### src/rtl/digital_sensor_pkg.sv
// Shared definitions for the sensor command link: frame geometry and the
// response framer's FSM state encodings.
package digital_sensor_pkg;

  localparam int BYTE_W         = 8;
  localparam int FRAME_LEN_BASE = 2;
  localparam int FRAME_LEN_CSUM = 3;

  // Framer FSM encodings, kept as plain constants for legacy tooling
  localparam logic [1:0] ST_IDLE = 2'd0;
  localparam logic [1:0] ST_SEND = 2'd1;
  localparam logic [1:0] ST_WAIT = 2'd2;
  localparam logic [1:0] ST_GAP  = 2'd3;

endpackage

### src/rtl/framer_timer.sv
// Loadable up-counter with a terminal-count flag. The framer reuses one
// instance for both the inter-byte gap and the per-byte timeout.
module framer_timer #(
  parameter int WIDTH = 15
) (
  input  logic             clock,
  input  logic             reset,
  input  logic             load_i,
  input  logic [WIDTH-1:0] load_value_i,
  input  logic             enable_i,
  input  logic [WIDTH-1:0] terminal_i,
  output logic             tc_o
);

  logic [WIDTH-1:0] count_q, count_d;

  // Load takes priority over counting so a new interval always starts clean
  always_comb begin
    count_d = count_q;
    if (load_i) begin
      count_d = load_value_i;
    end else if (enable_i) begin
      count_d = count_q + WIDTH'(1);
    end
  end

  // Counter register, cleared by reset
  always_ff @(posedge clock or posedge reset) begin
    if (reset) begin
      count_q <= '0;
    end else begin
      count_q <= count_d;
    end
  end

  assign tc_o = (count_q == terminal_i);

endmodule

### src/rtl/response_framer.sv
// Transmit-side response framer: packs code/value (and optional checksum)
// and hands bytes one at a time to UART_TX via has_data/transmission_done.
// Optional feature macro: RESPONSE_FRAMER_CHECKSUM_EN adds a third byte,
// code ^ value, to every frame.
module response_framer
  import digital_sensor_pkg::*;
#(
  parameter int GAP_CYCLES     = 2,
  parameter int TIMEOUT_CYCLES = 20000
) (
  input  logic              clock,
  input  logic              reset,
  input  logic              request_valid,
  output logic              request_ready,
  input  logic [BYTE_W-1:0] response_code,
  input  logic [BYTE_W-1:0] response_value,
  output logic              has_data,
  output logic [BYTE_W-1:0] data_to_send,
  input  logic              transmission_done,
  output logic              frame_done,
  output logic              timeout_error,
  output logic [BYTE_W-1:0] frame_count
);

`ifdef RESPONSE_FRAMER_CHECKSUM_EN
  localparam int FRAME_LEN = FRAME_LEN_CSUM;
`else
  localparam int FRAME_LEN = FRAME_LEN_BASE;
`endif
  localparam logic [1:0] LAST_IDX = 2'(FRAME_LEN - 1);
  localparam int TIMER_W = $clog2(TIMEOUT_CYCLES + GAP_CYCLES + 1);
  localparam logic [TIMER_W-1:0] GAP_TERM     = TIMER_W'(GAP_CYCLES - 1);
  localparam logic [TIMER_W-1:0] TIMEOUT_TERM = TIMER_W'(TIMEOUT_CYCLES - 1);

  logic [1:0]        state_q, state_d;
  logic [1:0]        index_q, index_d;
  logic [BYTE_W-1:0] code_q, code_d;
  logic [BYTE_W-1:0] value_q, value_d;
`ifdef RESPONSE_FRAMER_CHECKSUM_EN
  logic [BYTE_W-1:0] csum_q, csum_d;
`endif
  logic              has_data_q, has_data_d;
  logic [BYTE_W-1:0] data_q, data_d;
  logic              frame_done_q, frame_done_d;
  logic              timeout_q, timeout_d;
  logic [BYTE_W-1:0] count_q, count_d;

  logic               timer_load, timer_en, timer_tc;
  logic [TIMER_W-1:0] timer_term;
  logic [BYTE_W-1:0]  byte_sel;

  // The gap and the timeout share one counter; only the terminal differs
  assign timer_term = (state_q == ST_GAP) ? GAP_TERM : TIMEOUT_TERM;

  framer_timer #(.WIDTH(TIMER_W)) u_timer (
    .clock        (clock),
    .reset        (reset),
    .load_i       (timer_load),
    .load_value_i ('0),
    .enable_i     (timer_en),
    .terminal_i   (timer_term),
    .tc_o         (timer_tc)
  );

  // Pick the latched frame byte addressed by the current index
  always_comb begin
    byte_sel = '0;
    case (index_q)
      2'd0:    byte_sel = code_q;
      2'd1:    byte_sel = value_q;
`ifdef RESPONSE_FRAMER_CHECKSUM_EN
      2'd2:    byte_sel = csum_q;
`endif
      default: byte_sel = '0;
    endcase
  end

  // FSM next-state and datapath: the timer restarts on entry to SEND so it
  // covers the strobe plus the wait, and restarts again on entry to GAP
  always_comb begin
    state_d      = state_q;
    index_d      = index_q;
    code_d       = code_q;
    value_d      = value_q;
`ifdef RESPONSE_FRAMER_CHECKSUM_EN
    csum_d       = csum_q;
`endif
    has_data_d   = 1'b0;
    data_d       = data_q;
    frame_done_d = 1'b0;
    timeout_d    = 1'b0;
    count_d      = count_q;
    timer_load   = 1'b0;
    timer_en     = 1'b0;
    case (state_q)
      ST_IDLE: begin
        if (request_valid) begin
          code_d     = response_code;
          value_d    = response_value;
`ifdef RESPONSE_FRAMER_CHECKSUM_EN
          csum_d     = response_code ^ response_value;
`endif
          index_d    = 2'd0;
          has_data_d = 1'b1;
          data_d     = response_code;
          timer_load = 1'b1;
          state_d    = ST_SEND;
        end
      end
      ST_SEND: begin
        timer_en = 1'b1;
        state_d  = ST_WAIT;
      end
      ST_WAIT: begin
        if (transmission_done) begin
          if (index_q == LAST_IDX) begin
            frame_done_d = 1'b1;
            count_d      = count_q + 8'd1;
            state_d      = ST_IDLE;
          end else begin
            index_d    = index_q + 2'd1;
            timer_load = 1'b1;
            state_d    = ST_GAP;
          end
        end else if (timer_tc) begin
          timeout_d = 1'b1;
          state_d   = ST_IDLE;
        end else begin
          timer_en = 1'b1;
        end
      end
      default: begin
        if (timer_tc) begin
          has_data_d = 1'b1;
          data_d     = byte_sel;
          timer_load = 1'b1;
          state_d    = ST_SEND;
        end else begin
          timer_en = 1'b1;
        end
      end
    endcase
  end

  // State and output registers; reset drops any frame in flight
  always_ff @(posedge clock or posedge reset) begin
    if (reset) begin
      state_q      <= ST_IDLE;
      index_q      <= 2'd0;
      code_q       <= '0;
      value_q      <= '0;
`ifdef RESPONSE_FRAMER_CHECKSUM_EN
      csum_q       <= '0;
`endif
      has_data_q   <= 1'b0;
      data_q       <= '0;
      frame_done_q <= 1'b0;
      timeout_q    <= 1'b0;
      count_q      <= '0;
    end else begin
      state_q      <= state_d;
      index_q      <= index_d;
      code_q       <= code_d;
      value_q      <= value_d;
`ifdef RESPONSE_FRAMER_CHECKSUM_EN
      csum_q       <= csum_d;
`endif
      has_data_q   <= has_data_d;
      data_q       <= data_d;
      frame_done_q <= frame_done_d;
      timeout_q    <= timeout_d;
      count_q      <= count_d;
    end
  end

  assign request_ready = (state_q == ST_IDLE);
  assign has_data      = has_data_q;
  assign data_to_send  = data_q;
  assign frame_done    = frame_done_q;
  assign timeout_error = timeout_q;
  assign frame_count   = count_q;

endmodule

### config.mk
export PLATFORM = sky130hd
export DESIGN_NAME = response_framer
export DESIGN_NICKNAME = d
export VERILOG_FILES = /design/src/rtl/digital_sensor_pkg.sv /design/src/rtl/framer_timer.sv /design/src/rtl/response_framer.sv
export SDC_FILE = /design/constraint.sdc
export NUM_CORES = 1
export LEC_CHECK = 0
export CAP_MARGIN = 5
export CORE_ASPECT_RATIO = 1.25
export CORE_MARGIN = 2
export CORE_UTILIZATION = 55
export CTS_CLUSTER_DIAMETER = 50
export CTS_CLUSTER_SIZE = 16
export DETAILED_ROUTE_END_ITERATION = 6
export GPL_TIMING_DRIVEN = 0
export PLACE_DENSITY = 0.8
export SETUP_SLACK_MARGIN = 0.02
export SYNTH_ARGS = -nofsm -noshare
export SYNTH_HDL_FRONTEND = slang
export SYNTH_HIERARCHICAL = 1
export SYNTH_SLANG_ARGS = --single-unit
### constraint.sdc
create_clock -name clock -period 3.6 [get_ports clock]
set_clock_uncertainty 0.15 [all_clocks]
set_input_delay 0.72 -clock clock [delete_from_list [all_inputs] [get_ports clock]]
set_output_delay 0.72 -clock clock [all_outputs]
set_load 0.02 [all_outputs]
### Yosys cells after proc, flatten, opt, wreduce, memory -nomap -nowiden

Index checks and enable logic that the tools add are counted.

* RAM bits: 0
* memory bits (read-only): 0
* output and inout bits: 20
* logic and storage cells: 66
* flip-flop bits (word level): 54
* bits in latches: 0
* input port bits: 20
* memories: 0

* eq/ne operators: 9
* shift operators: 0
* add/subtract/negate cells: 3
* muxes and demuxes: 31
* magnitude comparators: 0
* divide/modulo/power cells: 0
* $mul: 0
* bitwise gates (word level): 1
* reduce and logical (&&, ||, !) cells: 12

Operators with widths (count)
* $mux W15: 3
* $pmux W8 S2: 2
* $mux W2: 8
* $mux W8: 2
* $add A15 B1 Y15 const B: 1
* $eq A15 B15 Y1: 1
* $mux W1: 11
* $reduce_and A3 Y1: 3
* $add A8 B1 Y8 const B: 1
* $ne A2 B2 Y1 const B: 3
* $pmux W1 S3: 2
* $pmux W2 S3: 1
* $reduce_bool A2 Y1: 3
* $eq A2 B1 Y1 const B: 2
* $eq A2 B2 Y1 const B: 2
* $logic_not A2 Y1: 2
* $pmux W2 S2: 1
* $reduce_and A4 Y1: 1
* $reduce_bool A4 Y1: 1
* $ne A3 B3 Y1 const B: 1
* $add A2 B1 Y2 const B: 1
* $pmux W1 S2: 1
* $reduce_and A2 Y1: 1
* $reduce_or A2 Y1: 1
* $not A1 Y1: 1

### Longest topological paths before layout

Gate-level depths: netlist of the first run.

* word-level depth: 8
* gate-level depth with buffers: 11
* gate-level depth less buffers: 10

### By module

The synthesis of the first run kept the hierarchy.

By module, submodules not included
* response_framer: area each 1979.4 µm², cells an instance 170, sequential area each 975.9 µm², instances 1
* framer_timer: area each 1013.5 µm², cells an instance 111, sequential area each 375.4 µm², instances 1

### Worst setup path after synthesis of the first run

Ideal clock, no wire load.

* path kind: reg-to-reg
* start: register state_q[0]
* end: register u_timer.count_q[12]
* stages on the path, launching flop included: 12
* buffers on the path: 1
* setup slack: 0.552 ns
* setup time: 0.125 ns
* period minus slack after synthesis: 3.048 ns
* arrival: 2.773 ns
* required time: 3.325 ns
* path through: dfrtp_1 -> ha_1 -> inv_1 -> xnor2_1 -> nand4_1 -> nor4_1 -> o22ai_1 -> buf_2 -> nand3_1 -> nor4_1 -> xor2_1 -> mux2_2

* longest elaborated chain between the ends: 7
* elaborated cells between the ends (all ways): 13
* classes of those cells: 4 x eq/ne; 7 x mux; 2 x reduce/logical

Ends and longest elaborated chain
* start: declaration: RTL line response_framer.sv:35 `logic [1:0] state_q, state_d;`
* start signal: assignment: RTL line response_framer.sv:161 `state_q <= state_d;`
* $eq A2 B2 Y1 *: RTL line response_framer.sv:53 `assign timer_term = (state_q == ST_GAP) ? GAP_TERM : TIMEOUT_TERM;`
* $mux W15 *: RTL line response_framer.sv:53
* net timer_term[10]: RTL line response_framer.sv:49 `logic [TIMER_W-1:0] timer_term;`
* $eq A15 B15 Y1 *: RTL line framer_timer.sv:36 `assign tc_o = (count_q == terminal_i);`
* net timer_tc: RTL line response_framer.sv:48 `logic timer_load, timer_en, timer_tc;`
* $mux W1 *: RTL line response_framer.sv:125, response_framer.sv:133
* $mux W1: RTL line response_framer.sv:115 `if (transmission_done) begin`
* $pmux W1 S3 *: RTL line response_framer.sv:95 `case (state_q)`
* net timer_en: RTL line response_framer.sv:48
* $reduce_bool A2 Y1 (no source line) *
* end signal: assignment: RTL line framer_timer.sv:32 `count_q <= count_d;`
* end: declaration: RTL line framer_timer.sv:15 `logic [WIDTH-1:0] count_q, count_d;`

Mark *: on every way through the listed nets, which the timed path passes. The rest lies on a longest branch.
A chain may end at the register's enable or synchronous reset.

### Worst setup path in the final report of the first run

* start: register state_q[0]
* end: register u_timer.count_q[11]

* elaborated cells between the ends (all ways): 13
* classes of those cells: 4 x eq/ne; 7 x mux; 2 x reduce/logical

RTL lines
* $eq A2 B2 Y1 *: RTL line response_framer.sv:53
* $mux W15 *: RTL line response_framer.sv:53
* net timer_term[10]: RTL line response_framer.sv:49
* $eq A15 B15 Y1 *: RTL line framer_timer.sv:36
* net timer_tc: RTL line response_framer.sv:48
* $mux W1 *: RTL line response_framer.sv:133 `if (timer_tc) begin`
* $pmux W1 S3 *: RTL line response_framer.sv:95
* net timer_load: RTL line response_framer.sv:48
* $mux W15 / $reduce_bool A2 Y1 (equally long branches)

Marks and branches as above.

==> flow_summary.ini, run 1 <==
[route]
wire_per_inst_microns = 15.03
routed_via_density = 5.447
totalWireLength_microns = 6191
dr_total_vias = 2244
ant_nets = 0
dr.pass1.iters = 4
drtIter0Drc = 111
route.detailed.drc = 0

[clocking]
numCtsBuffers = 5
post_cts.repair.setup_buffers = 0
root_buffer = clkbuf_8
clk_latency_ps = 300
htreeDepth = 2
cts_max_path_buffers = 2
cts_tree = yes
cts.sinks = 54
cts.clk_slew.worst_paths_ps = 90

[finish]
syn_to_final_growth_pct = 21.82
nets = 379
finalNonFillerCells = 412
n_antenna_cell = 0
multiInputGateArea_sq_mm = 0.001614
seqCellArea_sq_mm = 0.001351
drive_gt1_frac = 0.1408
fillers = 419

[sta]
hold_viol = 0
fmax_ghz = 0.3162
rsz0062_at_grt = false
tns_ps = 0
fin_crit_ps = 3162
relSlewSlack = 0.4513
setup_viol = 0
worst_pin_slew_ps = 821.9
slew_violations = 0
fin_crit_sh = 0.8784

[placed_design]
io_buffers = 39
numPlacedInstances = 404
gp_congestion = 0.7976
dpl.hpwl_microns = 4469

[floorplan]
fp-row-count = 30
die_w_microns = 69.98
core_sq_mm = 0.005330
die_h_microns = 86.48
die_area_sq_mm = 0.006052
io_pins = 40
start_util = 0.5615

[pwr]
irDropWorstVdd_v = 0.0005225
p_total_mw = 2.869
leakage_nw = 1.583
cellPowerDensity_mw_per_mm2 = 787.0

[yosys]
ys_types = 44
synth_area_sq_mm = 0.002993
ys_seq_area_frac = 0.4515
synth_async_sr_flop_share = 1.000
synth_flop_cell = dfrtp_1
synth_cells = 281
yosys_warnings = 6
synth-seq-cells = 54
postSynthAreaPerCell_sq_um = 10.65
synth_edf_count = 0

[setup_path]
worst-setup-path-type = register to register
timing.rr.start = state_q[0]$_DFFE_PP0P_
crit_path_end_kind = register
required_ps = 3620
r2r-end = u_timer/count_q[11]$_DFFE_PP0P_
cp-start-kind = register
ff2ff_path_depth = 10
path_max_fanout = 10
worstPathArrival_ps = 3190
reg2reg_slack_ps = 440

[global_route]
grt_max_degree = 40
grt_pass1_wl_microns = 10600
antenna_found_initial = 0
track_usage = 0.2186
grt_overflow_total = 0
grt_pass1_vias = 2247

[hold_path]
whs_path_depth = 1
min_from = frame_count[7]$_DFFE_PP0P_
hold_end = frame_count[7]$_DFFE_PP0P_
hp-class = register to register

[outcome]
status = complete, no violations

[run]
drv_cap = 0
==> logic make-up (layout without fill, tap and decap cells) <==
kind of cell,after synthesis,in the layout,synth area share
AOI/OAI and AO/OA,52,52,0.1150
xor gates and xnor gates,36,36,0.1054
adders and majority gates,12,12,0.05017
buffers and inverters,26,73,0.03930
DFF,54,54,0.4515
muxes,24,24,0.08988
other,2,22,0.002509
and+or+nand+nor,75,75,0.1463
==> critical path, stage by stage (launching register included) <==
cell      delay [ps]
dfrtp_1          440
ha_1             220
inv_1            270
xnor2_1          160
nand4_1          190
nor4_4           540
nand2_1          120
o21ai_0          110
clkbuf_1         390
clkbuf_2         320
o21ai_0          130
==> worst max-delay path by stage <==
stage               depth (start not counted)                    from                              end
global placement                           10  state_q[0]$_DFFE_PP0P_   u_timer/count_q[2]$_DFFE_PP0P_
detailed placement                         10  state_q[0]$_DFFE_PP0P_  u_timer/count_q[11]$_DFFE_PP0P_
floorplan                                  11  state_q[0]$_DFFE_PP0P_  u_timer/count_q[12]$_DFFE_PP0P_
CTS                                        10  state_q[0]$_DFFE_PP0P_  u_timer/count_q[11]$_DFFE_PP0P_
global route                               10  state_q[0]$_DFFE_PP0P_   u_timer/count_q[2]$_DFFE_PP0P_
finish                                     10  state_q[0]$_DFFE_PP0P_  u_timer/count_q[11]$_DFFE_PP0P_
==> stage by stage <==
stage	hold WS (ps)	util	setup WS, ps	cell area (sq um)
finish	333.5	0.6840	437.7	3646
global route	362.5	0.6840	208.3	3646
global placement	308.1	0.6639	-57.83	3538
detailed placement	318.4	0.6639	-149.7	3538
CTS	338.7	0.6822	119.2	3636
floorplan	329.9	-	551.9	3068
==> sequential cells by signal, summed over array words and instances, names as in the netlist <==
signal,cells
state_q,2
u_timer/count_q,15
data_to_send,8
has_data,1
timeout_error,1
frame_count,8
code_q,8
value_q,8
frame_done,1
index_q,2
==> cell usage in the layout, fill, tap and decap left out, drive strengths merged, types with 3 or more instances in the layout <==
cell	count
nor2	5
a21o	7
nor3	6
clkdlybuf4s50	39
o31ai	7
nand2b	3
inv	11
a21oi	3
conb	22
xor2	9
nand2	24
clkbuf	14
nor2b	8
mux2	20
nand4	12
buf	8
nor4	6
o21ai	23
mux2i	4
ha	12
a221oi	7
xnor2	27
dfrtp	54
nand3	5
==> power by group <==
group	switching [mW]	internal, mW
clock network	0.191	0.156
registers	0.222	0.859
logic	0.735	0.707
==> synth_stat cells, drive strengths merged (2+ instances only) <==
master | count | area share
xnor2 | 27 | 0.079
buf | 8 | 0.015
ha | 12 | 0.050
a21o | 7 | 0.018
and3 | 2 | 0.0046
conb | 2 | 0.0025
mux2 | 20 | 0.077
dfrtp | 54 | 0.45
o21ai | 23 | 0.038
nand3 | 5 | 0.014
a221oi | 7 | 0.020
o31ai | 7 | 0.018
a21oi | 3 | 0.0050
nor4 | 6 | 0.015
xor2 | 9 | 0.026
inv | 11 | 0.014
nor2 | 5 | 0.0063
nand2 | 24 | 0.031
nand4 | 12 | 0.030
nand2b | 3 | 0.0088
mux2i | 4 | 0.013
o22ai | 2 | 0.0042
clkbuf | 7 | 0.010
nor3 | 6 | 0.010
nor2b | 8 | 0.017
==> layer usage <==
| metal | up-vias | wire length, microns | track usage |
|---|---|---|---|
| li1 | 1102 | - | - |
| met1 | 1099 | 2554 | 0.2536 |
| met2 | 37 | 3405 | 0.4104 |
| met3 | 6 | 165 | 0.03721 |
| met4 | 0 | 65 | 0.06818 |
| met5 | - | 0 | 0 |
==> final cells by class <==
type / count / area share
inverter: 11 / 0.01132
timing repair buffer: 39 / 0.1071
multi-input combinational: 221 / 0.4427
buffer: 15 / 0.02128
tap: 64 / 0.02196
sequential: 54 / 0.3706
clock inverter: 1 / 0.001373
clock buffer: 7 / 0.02368
==> repair_timing <==
item                                    in CTS  in global routing
endpoints found under the setup margin       8                  7
hold buffers                                 0                  0
resized for setup                            1                  3
endpoints found under the hold margin        0                  0
No activity file was read; power rests on OpenSTA's default activity.
==> run 2, diff against run 1 <==
--- a/config.mk
+++ b/config.mk
@@ -13,7 +13,7 @@
 export CTS_CLUSTER_SIZE = 16
 export DETAILED_ROUTE_END_ITERATION = 6
 export GPL_TIMING_DRIVEN = 0
-export PLACE_DENSITY = 0.8
+export PLACE_DENSITY = 0.9
 export SETUP_SLACK_MARGIN = 0.02
 export SYNTH_ARGS = -nofsm -noshare
 export SYNTH_HDL_FRONTEND = slang
==> flow_summary.ini, run 2 (same netlist as run 1, synthesis figures left out) <==
[outcome]
status = complete, no violations

[clocking]
cts_max_path_buffers = 2
numCtsBuffers = 5
cts_tree = yes
cts.sinks = 54
cts.clk_slew.worst_paths_ps = 90
hold_buffers = 0
htreeDepth = 2
root_buffer = clkbuf_8
clk_latency_ps = 300
post_cts.repair.setup_buffers = 0

[run]
drv_cap = 0

[sta]
setup_viol = 0
setup_slack_ps = 371.4
worst_pin_slew_ps = 816.3
tns_ps = 0
fin_crit_ps = 3229
whs_ps = 331.8
fin_crit_sh = 0.8968
slew_violations = 0
rsz0062_at_grt = false
relSlewSlack = 0.4550
fmax_ghz = 0.3097
hold_viol = 0

[setup_path]
critPathMaxStageDelay_ps = 530
worst-setup-path-type = register to register
required_ps = 3620
crit_buf_inv = 3
critical_path.slowest_cell = nor4_4
path_max_fanout = 10
crit_path_frequent_cell = o21ai_0
cp-start-kind = register
path_cells = ha_1 > inv_1 > xnor2_1 > nand4_1 > nor4_4 > nand2_1 > o21ai_0 > clkbuf_2 > clkbuf_1 > o21ai_0
crit_path_end_kind = register
crit_family = buffers and inverters
worstPathArrival_ps = 3240

[finish]
regMostFlops = u_timer/count_q
layout_common_cells = dfrtp_1, clkdlybuf4s50_1, xnor2_1
final_area_sq_mm = 0.003631
finalNonFillerCells = 411
n_antenna_cell = 0
utilization = 0.6812
largest_register_ffs = 15
syn_to_final_growth_pct = 21.32
nets = 379
final_common_cell = dfrtp_1
drive_gt1_frac = 0.1354

[route]
wire_per_inst_microns = 15.45
drtIter0Drc = 160
ant_nets = 0
dr_total_vias = 2251
routed_via_density = 5.477
dr.pass1.iters = 4
totalWireLength_microns = 6351
route.detailed.drc = 0

[placed_design]
dpl_cell_area_sq_mm = 0.003538
io_buffers = 39
dpl.hpwl_microns = 4596
gp_congestion = 0.7797
numPlacedInstances = 404
place_ws_ps = -268.2

[floorplan]
fp-row-count = 30
die_h_microns = 86.48
start_util = 0.5615
core_sq_mm = 0.005330
die_w_microns = 69.98
io_pins = 40
die_area_sq_mm = 0.006052

[global_route]
grt_pass1_vias = 2357
track_usage = 0.2267
grt_overflow_total = 0
antenna_found_initial = 0
grt_max_degree = 40
grt_pass1_wl_microns = 10960

[pwr]
p_total_mw = 2.861
cellPowerDensity_mw_per_mm2 = 788.0
irDropWorstVdd_v = 0.0005967
leakage_nw = 1.573

[hold_path]
hp-class = register to register
## run 2: routing by layer
metal / routed length (microns) / global-route usage / vias to the layer above / part of all wire
li1: - / - / 1088 / -
met2: 3362 / 0.3939 / 48 / 0.53
met1: 2638 / 0.2810 / 1103 / 0.42
met4: 123 / 0.09615 / 0 / 0.019
met5: 0 / 0 / - / 0
met3: 225 / 0.03721 / 12 / 0.035
## run 2: report_power, final
group          switching (mW)  total (mW)  internal (mW)
Clock                   0.185       0.320          0.135
Combinational           0.752        1.46          0.707
Sequential              0.223        1.08          0.859
## run 2: repair_timing
item	CTS	global route
endpoints found under the hold margin	0	0
endpoints found under the setup margin	9	9
pin swaps	0	0
resized for setup	1	3
## run 2: layout make-up
class,instances,area (sq um)
well taps,64,80.08
multi-input cells,221,1614
fillers,420,1699
clock buffers,7,76.32
inverters,11,41.29
plain buffers,15,77.57
flip-flops and latches,54,1351
repair buffers,39,390.4
## run 2: path summary, 6_finish.rpt
kind,start,end,slack (ps),depth (start not counted)
max,state_q[1]$_DFFE_PP0P_,u_timer/count_q[2]$_DFFE_PP0P_,370,10
min,frame_count[7]$_DFFE_PP0P_,frame_count[7]$_DFFE_PP0P_,330,1
max reg2reg,state_q[1]$_DFFE_PP0P_,u_timer/count_q[2]$_DFFE_PP0P_,370,10
min reg2reg,frame_count[7]$_DFFE_PP0P_,frame_count[7]$_DFFE_PP0P_,330,1
max in group asynchronous,reset,state_q[0]$_DFFE_PP0P_,2010,2
min in group asynchronous,reset,u_timer/count_q[14]$_DFFE_PP0P_,670,2
==> run 3, diff against run 2 <==
--- a/config.mk
+++ b/config.mk
@@ -5,6 +5,7 @@
 export SDC_FILE = /design/constraint.sdc
 export NUM_CORES = 1
 export LEC_CHECK = 0
+export ABC_AREA = 0
 export CAP_MARGIN = 5
 export CORE_ASPECT_RATIO = 1.25
 export CORE_MARGIN = 2
==> results of run 3 <==
Same layout as run 2: the final DEF is identical, and so are final timing and power.
